<file path="config.mk">
export PLATFORM = sky130hd
export DESIGN_NAME = fc_output_collector
export DESIGN_NICKNAME = d
export VERILOG_FILES = /design/src/rtl/fc_output_collector.sv
export SDC_FILE = /design/constraint.sdc
export NUM_CORES = 1
export LEC_CHECK = 0
export ABC_AREA = 0
export CORE_MARGIN = 5
export CORE_UTILIZATION = 49
export DETAILED_ROUTE_END_ITERATION = 8
export PLACE_DENSITY = 0.76
export SYNTH_ARGS = -nofsm -noshare
export SYNTH_HDL_FRONTEND = slang
export SYNTH_SLANG_ARGS = --single-unit
</file>
<file path="constraint.sdc">
create_clock -name clk -period 2.1 [get_ports clk]
set_clock_uncertainty 0.15 [all_clocks]
set_input_delay 0.525 -clock clk [delete_from_list [all_inputs] [get_ports clk]]
set_output_delay 0.525 -clock clk [all_outputs]
set_load 0.01 [all_outputs]
</file>
<file path="src/rtl/fc_output_collector.sv">
// rtl/fc_output_collector.sv - packs a class-score byte stream into a stable result vector
// Arg-max class reporting is built only when FC_OUTPUT_ARGMAX_EN is defined.
module fc_output_collector #(
  parameter int DATA_W         = 8,
  parameter int NUM_CLASSES    = 10,
  parameter int TIMEOUT_CYCLES = 1000000
) (
  input  logic                          clk,
  input  logic                          rst_n,
  input  logic                          s_valid,
  input  logic [DATA_W-1:0]             s_data,
  input  logic                          s_last,
  output logic                          s_ready,
  output logic [DATA_W*NUM_CLASSES-1:0] dout,
  output logic                          dout_valid,
  output logic                          frame_err,
  output logic                          busy,
  output logic [15:0]                   good_frames,
  output logic [3:0]                    class_idx
);

  localparam int CNT_W = 4;
  localparam int TMO_W = $clog2(TIMEOUT_CYCLES + 1);
  localparam logic [CNT_W-1:0] LAST_IDX  = CNT_W'(NUM_CLASSES - 1);
  localparam logic [TMO_W-1:0] TMO_LIMIT = TMO_W'(TIMEOUT_CYCLES - 1);

  typedef enum logic [1:0] {S_IDLE, S_COLLECT, S_DONE, S_ERR} state_t;

  state_t                        r_state;
  state_t                        w_next;
  logic                          r_ready;
  logic [CNT_W-1:0]              r_cnt;
  logic [TMO_W-1:0]              r_tmo;
  logic [DATA_W-1:0]             r_shadow [NUM_CLASSES];
  logic [DATA_W*NUM_CLASSES-1:0] r_dout;
  logic [DATA_W*NUM_CLASSES-1:0] w_packed;
  logic                          r_dout_valid;
  logic [15:0]                   r_good;
  logic                          w_beat;
  logic                          w_busy;
  logic                          w_frame_err;

  assign w_beat = s_valid & r_ready;

  always_comb begin
    w_next      = r_state;
    w_busy      = 1'b0;
    w_frame_err = 1'b0;
    case (r_state)
      S_IDLE: begin
        if (w_beat) w_next = s_last ? S_ERR : S_COLLECT;
      end
      S_COLLECT: begin
        w_busy = 1'b1;
        if (w_beat) begin
          if (r_cnt == LAST_IDX) w_next = s_last ? S_DONE : S_ERR;
          else if (s_last)       w_next = S_ERR;
        end else if (r_tmo == TMO_LIMIT) begin
          w_next = S_ERR;
        end
      end
      S_DONE: w_next = S_IDLE;
      S_ERR: begin
        w_frame_err = 1'b1;
        w_next      = S_IDLE;
      end
      default: w_next = S_IDLE;
    endcase
  end

  // Slot 0 lands in the most significant byte.
  always_comb begin
    w_packed = '0;
    for (int k = 0; k < NUM_CLASSES; k++)
      w_packed[(NUM_CLASSES-1-k)*DATA_W +: DATA_W] = r_shadow[k];
  end

  always_ff @(posedge clk) begin
    if (!rst_n) begin
      r_state      <= S_IDLE;
      r_ready      <= 1'b0;
      r_cnt        <= '0;
      r_tmo        <= '0;
      r_dout       <= '0;
      r_dout_valid <= 1'b0;
      r_good       <= '0;
      for (int k = 0; k < NUM_CLASSES; k++) r_shadow[k] <= '0;
    end else begin
      r_state      <= w_next;
      r_ready      <= (w_next == S_IDLE) || (w_next == S_COLLECT);
      r_dout_valid <= 1'b0;

      if (w_next == S_COLLECT) begin
        if (w_beat) r_cnt <= r_cnt + 4'd1;
      end else begin
        r_cnt <= '0;
      end

      if (r_state == S_COLLECT && !w_beat) r_tmo <= r_tmo + TMO_W'(1);
      else                                 r_tmo <= '0;

      if (r_state == S_ERR) begin
        for (int k = 0; k < NUM_CLASSES; k++) r_shadow[k] <= '0;
      end else if (w_beat) begin
        r_shadow[r_cnt] <= s_data;
      end

      if (r_state == S_DONE) begin
        r_dout       <= w_packed;
        r_dout_valid <= 1'b1;
        if (r_good != 16'hFFFF) r_good <= r_good + 16'd1;
      end
    end
  end

`ifdef FC_OUTPUT_ARGMAX_EN
  logic signed [DATA_W-1:0] r_max;
  logic [CNT_W-1:0]         r_max_idx;
  logic [3:0]               r_class_idx;

  // Strictly-greater replacement keeps the lowest index on ties.
  always_ff @(posedge clk) begin
    if (!rst_n) begin
      r_max       <= '0;
      r_max_idx   <= '0;
      r_class_idx <= 4'hF;
    end else begin
      if (r_state == S_ERR) begin
        r_max     <= '0;
        r_max_idx <= '0;
      end else if (w_beat && (r_cnt == '0 || $signed(s_data) > r_max)) begin
        r_max     <= $signed(s_data);
        r_max_idx <= r_cnt;
      end
      if (r_state == S_DONE) r_class_idx <= r_max_idx;
    end
  end

  assign class_idx = r_class_idx;
`else
  assign class_idx = 4'hF;
`endif

  assign s_ready     = r_ready;
  assign dout        = r_dout;
  assign dout_valid  = r_dout_valid;
  assign frame_err   = w_frame_err;
  assign busy        = w_busy;
  assign good_frames = r_good;

endmodule
</file>
==> flow_metrics.tcl, run 1 <==
set metrics [dict create \
    start_util 0.501 \
    synth_fa_ha_area_frac 0.00939 \
    grt_pass1_wl_mm 29.5 \
    fp-row-count 46 \
    cp_max_fo 2 \
    drt_iter0_markers 461 \
    path_buf_inv 1 \
    synth-compound-area-share 0.0808 \
    synth_area_per_cell_um2 9.98 \
    dr_total_vias 6227 \
    coreArea_um2 15900 \
    finalNetCount 946 \
    ios 116 \
    synth-simple-area-share 0.243 \
    maxCapViolCount 0 \
    ys_warn_count 0 \
    placed_area_um2 9650 \
    fin_cells 1159 \
    first_global_vias 5880 \
    clk_latency_ns 0.49 \
    die-area_um2 19000 \
    critPathTopFamily "buffers and inverters" \
    timing.final.crit_share 0.989 \
    ys.flop_type "dfxtp_1" \
    run_status "finished, final reports clean" \
    gp_congestion 0.847 \
    ys_async_sr_fraction 0 \
    cts_buffers 21 \
    arrival_ns 1.40 \
    critPathKind "register to output pin" \
    drc 0 \
    final_cell_mix "nand2_1 (200), dfxtp_1 (111), a21oi_1 (89)" \
    clk_pin_slew_ns 0.06 \
    clock-sinks 204 \
    port_buffers 111 \
    p_leak_nw 4.24 \
    drive_above_1_share 0.105 \
    cts_tree "yes" \
    slowest_stage "clkdlybuf4s50_1" \
    synthMuxAreaShare 0.00877 \
    diodes 0 \
    syn_inst 801 \
    setup_viol 0 \
    finalMaxSlewViolations 0 \
    rsz0062_at_grt "no" \
    grt_max_degree 84 \
    irDropWorstVdd_uv 624 \
    root_buffer "clkbuf_16" \
    routed_via_density 5.37 \
    grt_antenna_before_repair 0 \
    netlist_area_um2 7990 \
    crit_required_ns 1.42 \
    fp.dieW_um 138 \
    synthToLayoutAreaGrowth_pct 29.4 \
    routedWlPerCell_um 16.0 \
    clockBufferDepth 3 \
    yosysSeqAreaShare 0.611 \
    dp_hpwl_mm 12.6 \
    synthXorXnorAreaFrac 0.0142 \
    die_h_um 138 \
    synth_edf_count 80 \
    worst-slew-pin-transition_ns 0.626 \
    min_period_ns 2.08 \
    synth-seq-cells 204 \
    endpoint_kind "output pin" \
    final_common_cell "nand2_1" \
    fin_area_um2 10300 \
    fmax_ghz 0.482 \
    p_per_area_nw_per_um2 776 \
    ant_nets 0 \
    grtUsageTotal 0.193 \
    h-tree-depth 1 \
    final.fill_count 1284 \
    dp.cells 1120 \
    crit_chain "clkdlybuf4s50_1" \
    grt_overflow 0 \
    synth_top_family_by_area "simple AND/OR/NAND/NOR gates" \
    critPathMaxStageDelay_ns 0.55 \
    drt-total-wl_mm 18.6 \
    first_pass_iters 5 \
    max_slew_margin 0.583 \
    synth_cell_types 48 \
    startpoint_type "register" \
    hp-class "register to register" \
    hold_violations 0 \
]
Yosys cell counts (6+ instances only):
master / count / area [um2]
a21oi_1: 89 / 445
and3_1: 83 / 519
clkbuf_1: 47 / 176
dfxtp_1: 124 / 2480
edfxtp_1: 80 / 2400
ha_1: 6 / 75.1
mux2i_1: 7 / 70.1
nand2_1: 203 / 762
nand2b_1: 8 / 50.1
nand3_1: 14 / 70.1
nand4_1: 14 / 87.6
nor2_1: 22 / 82.6
nor3_1: 6 / 30.0
nor4_1: 7 / 43.8
o211ai_1: 6 / 45.0
or4_1: 8 / 60.1
xor2_1: 9 / 78.8
report_power, final:
part / total (mW) / switching (mW) / internal [mW]
registers: 4.23 / 0.0354 / 4.19
logic: 0.361 / 0.212 / 0.149
clock network: 3.43 / 1.45 / 1.98
total: 8.02 / 1.70 / 6.32
sequential cells by signal, indices dropped and copies added, names as in the netlist:
signal	flops
s_ready	1
r_cnt	4
good_frames	16
r_shadow	80
dout_valid	1
dout	80
r_tmo	20
r_state	2
through the flow:
stage | setup slack [ns] | total power, mW | hold slack, ns | utilization | TNS (ns)
floorplan | -0.0277 | 4.47 | 0.302 | - | -0.868
finish | 0.0236 | 8.02 | 0.301 | 0.648 | 0
detailed placement | -0.427 | 4.67 | 0.296 | 0.605 | -47.29
global placement | -0.372 | 4.66 | 0.292 | 0.605 | -41.57
global route | 0.000498 | 8.28 | 0.316 | 0.648 | 0
CTS | 0.00161 | 8.08 | 0.304 | 0.645 | 0
per-layer routing:
layer  track usage  vias up  share of wire
met5             0        -              0
met3        0.0365       30          0.060
li1              -     3057              -
met2         0.325      179           0.49
met4        0.0499        0          0.017
met1         0.258     2961           0.43
cell type report:
type	instances	area, um2	share of cell area
clock buffers	28	593	0.0574
clock inverters	10	46.3	0.00448
inverters	5	18.8	0.00182
multi-input cells	538	2890	0.280
flip-flops and latches	204	4900	0.474
well taps	216	270	0.0261
repair buffers	158	1620	0.156
timing repair:
action,CTS,global route
endpoints found under the setup margin,19,32
resized for setup,31,17
setup buffers,0,1
endpoints found under the hold margin,0,0
hold buffers,0,0
logic make-up (layout without fill, tap and decap cells):
group	Yosys count	after routing
AOI/OAI and AO/OA	116	116
xor gates and xnor gates	13	13
adders and majority gates	6	6
buffers and inverters	62	201
DFF	204	204
muxes	7	7
other	1	4
and+or+nand+nor	392	392
final timing paths:
path	startpoint	endpoint	slack, ns	depth (start not counted)
min reg2reg	dout[71]	dout[71]	0.30	2
min	dout[71]	dout[71]	0.30	2
max	dout[9]	dout[9]	0.02	1
max reg2reg	r_cnt[0]	r_shadow[8][6]	0.17	4
No activity file was read; power rests on OpenSTA's default activity.
==> inputs of run 2 (changes only) <==
--- a/config.mk
+++ b/config.mk
@@ -10,6 +10,7 @@
 export CORE_UTILIZATION = 49
 export DETAILED_ROUTE_END_ITERATION = 8
 export PLACE_DENSITY = 0.76
+export RECOVER_POWER = 100
 export SYNTH_ARGS = -nofsm -noshare
 export SYNTH_HDL_FRONTEND = slang
 export SYNTH_SLANG_ARGS = --single-unit
==> constraint.sdc (replaced) <==
create_clock -name clk -period 1.77 [get_ports clk]
set_clock_uncertainty 0.15 [all_clocks]
set_input_delay 0.4425 -clock clk [delete_from_list [all_inputs] [get_ports clk]]
set_output_delay 0.4425 -clock clk [all_outputs]
set_load 0.01 [all_outputs]
==> run 2 against run 1 <==
  * The flow now finishes with violations (setup timing)
  * Cell area rose by 2.4%
  * Via count rose by 3.7%
  * Die area did not move
  * Clock power rose by 14%
  * Highest routed layer unchanged
  * Sequential power rose by 18%
  * Global-route usage rose by 0.64 points
  * Sequential share of layout area fell by 0.86 points
  * Wire length rose by 4.2%
  * Cell count rose by 2.9%
  * Total power rose by 17%
  * Core utilization rose by 1.5 points
  * Critical path type unchanged
  * Combinational power rose by 17%
==> flow_metrics.tcl, run 2 (synthesized netlist as in run 1, its figures left out) <==
set metrics [dict create \
    hp-class "register to register" \
    root_buffer "clkbuf_16" \
    min_period_ns 1.84 \
    timing.final.crit_share 1.04 \
    clk_latency_ns 0.49 \
    die_h_um 138 \
    grt_overflow 0 \
    cp_max_fo 5 \
    startpoint_type "register" \
    cts_tree "yes" \
    drc 0 \
    h-tree-depth 1 \
    critPathMaxStageDelay_ns 0.37 \
    irDropWorstVdd_uv 578 \
    rsz0062_at_grt "yes" \
    grt_max_degree 82 \
    synthToLayoutAreaGrowth_pct 32.4 \
    start_util 0.501 \
    drt_iter0_markers 528 \
    dp.cells 1152 \
    clock-sinks 204 \
    dp_hpwl_mm 13.1 \
    final_common_cell "nand2_1" \
    fmax_ghz 0.543 \
    finalNetCount 981 \
    drt-total-wl_mm 19.3 \
    endpoint_kind "output pin" \
    clockBufferDepth 3 \
    drive_above_1_share 0.179 \
    critPathTopFamily "flip-flops" \
    maxCapViolCount 0 \
    fin_cells 1193 \
    first_pass_iters 5 \
    critPathKind "register to output pin" \
    ant_nets 0 \
    setup_viol 1 \
    p_per_area_nw_per_um2 883 \
    ios 116 \
    finalMaxSlewViolations 0 \
    routed_via_density 5.41 \
    setup_tns_ns -0.0732 \
    worst-slew-pin-transition_ns 0.609 \
    first_global_vias 6136 \
    crit_chain "and2b_2 > buf_6" \
    run_status "finished, violations left" \
    port_buffers 111 \
    diodes 0 \
    die-area_um2 19000 \
    gp_congestion 0.855 \
    crit_required_ns 1.18 \
    violations "setup timing" \
    holdBufCountCts 0 \
    fp-row-count 46 \
    arrival_ns 1.25 \
    max_slew_margin 0.594 \
    slowest_stage "dfxtp_4" \
    dr_total_vias 6457 \
    p_leak_nw 4.57 \
    fp.dieW_um 138 \
    grtUsageTotal 0.200 \
    path_buf_inv 1 \
    clk_pin_slew_ns 0.06 \
    coreArea_um2 15900 \
    grt_antenna_before_repair 0 \
    final_cell_mix "nand2_1 (189), dfxtp_1 (105), dlygate4sd2_1 (91)" \
    grt_pass1_wl_mm 30.4 \
    layout_setup_ws_ns -0.0732 \
    cts_buffers 21 \
    routedWlPerCell_um 16.2 \
    hold_violations 0 \
]
run 2: final cells by class:
type / count / area (um2)
tap: 216 / 270
inverter: 5 / 18.8
sequential: 204 / 4930
multi-input combinational: 538 / 3110
fill: 1247 / 5360
timing repair buffer: 193 / 1660
clock inverter: 13 / 61.3
clock buffer: 24 / 537
run 2: worst min-delay path, stage by stage, from the launching register on:
cell	delay, ns
dfxtp_1	0.30
nand2_1	0.05
a21oi_1	0.05
run 2: final timing paths:
check / start / to / slack, ns / cells after the start
worst max-delay path: r_state[1] / busy / -0.07 / 2
worst max register to register: r_state[0] / dout[70] / 0.04 / 6
worst min-delay path: dout[25] / dout[25] / 0.30 / 2
worst min register to register: dout[25] / dout[25] / 0.30 / 2
run 2: power by group:
group          internal [mW]  switching, mW  leakage [nW]
logic                  0.159          0.263          2.44
registers               4.96         0.0469          1.84
clock network           2.17           1.74         0.286
run 2: layer usage:
metal	track usage	vias up	wire, um	part of all wire
met5	0	-	0	0
met4	0.0543	0	466	0.024
met3	0.0347	38	1300	0.067
met2	0.332	222	9360	0.48
met1	0.271	3066	8220	0.42
li1	-	3131	-	-
run 2: stage by stage:
stage	power [mW]	utilization	hold slack (ns)	cell area, um2	setup WS, ns
floorplan	5.32	-	0.302	8200	-0.0918
global placement	5.54	0.623	0.292	9930	-0.567
detailed placement	5.55	0.623	0.295	9930	-0.614
CTS	9.38	0.656	0.301	10500	-0.0865
global route	9.61	0.664	0.317	10600	-0.116
finish	9.34	0.664	0.298	10600	-0.0732
run 2: repair_timing:
item | 4_1_cts | 5_1_grt
endpoints found under the hold margin | 0 | 0
gates resized for setup | 132 | 35
setup endpoints to repair | 229 | 109
pin swaps | 2 | 9
buffers inserted | 2 | 2
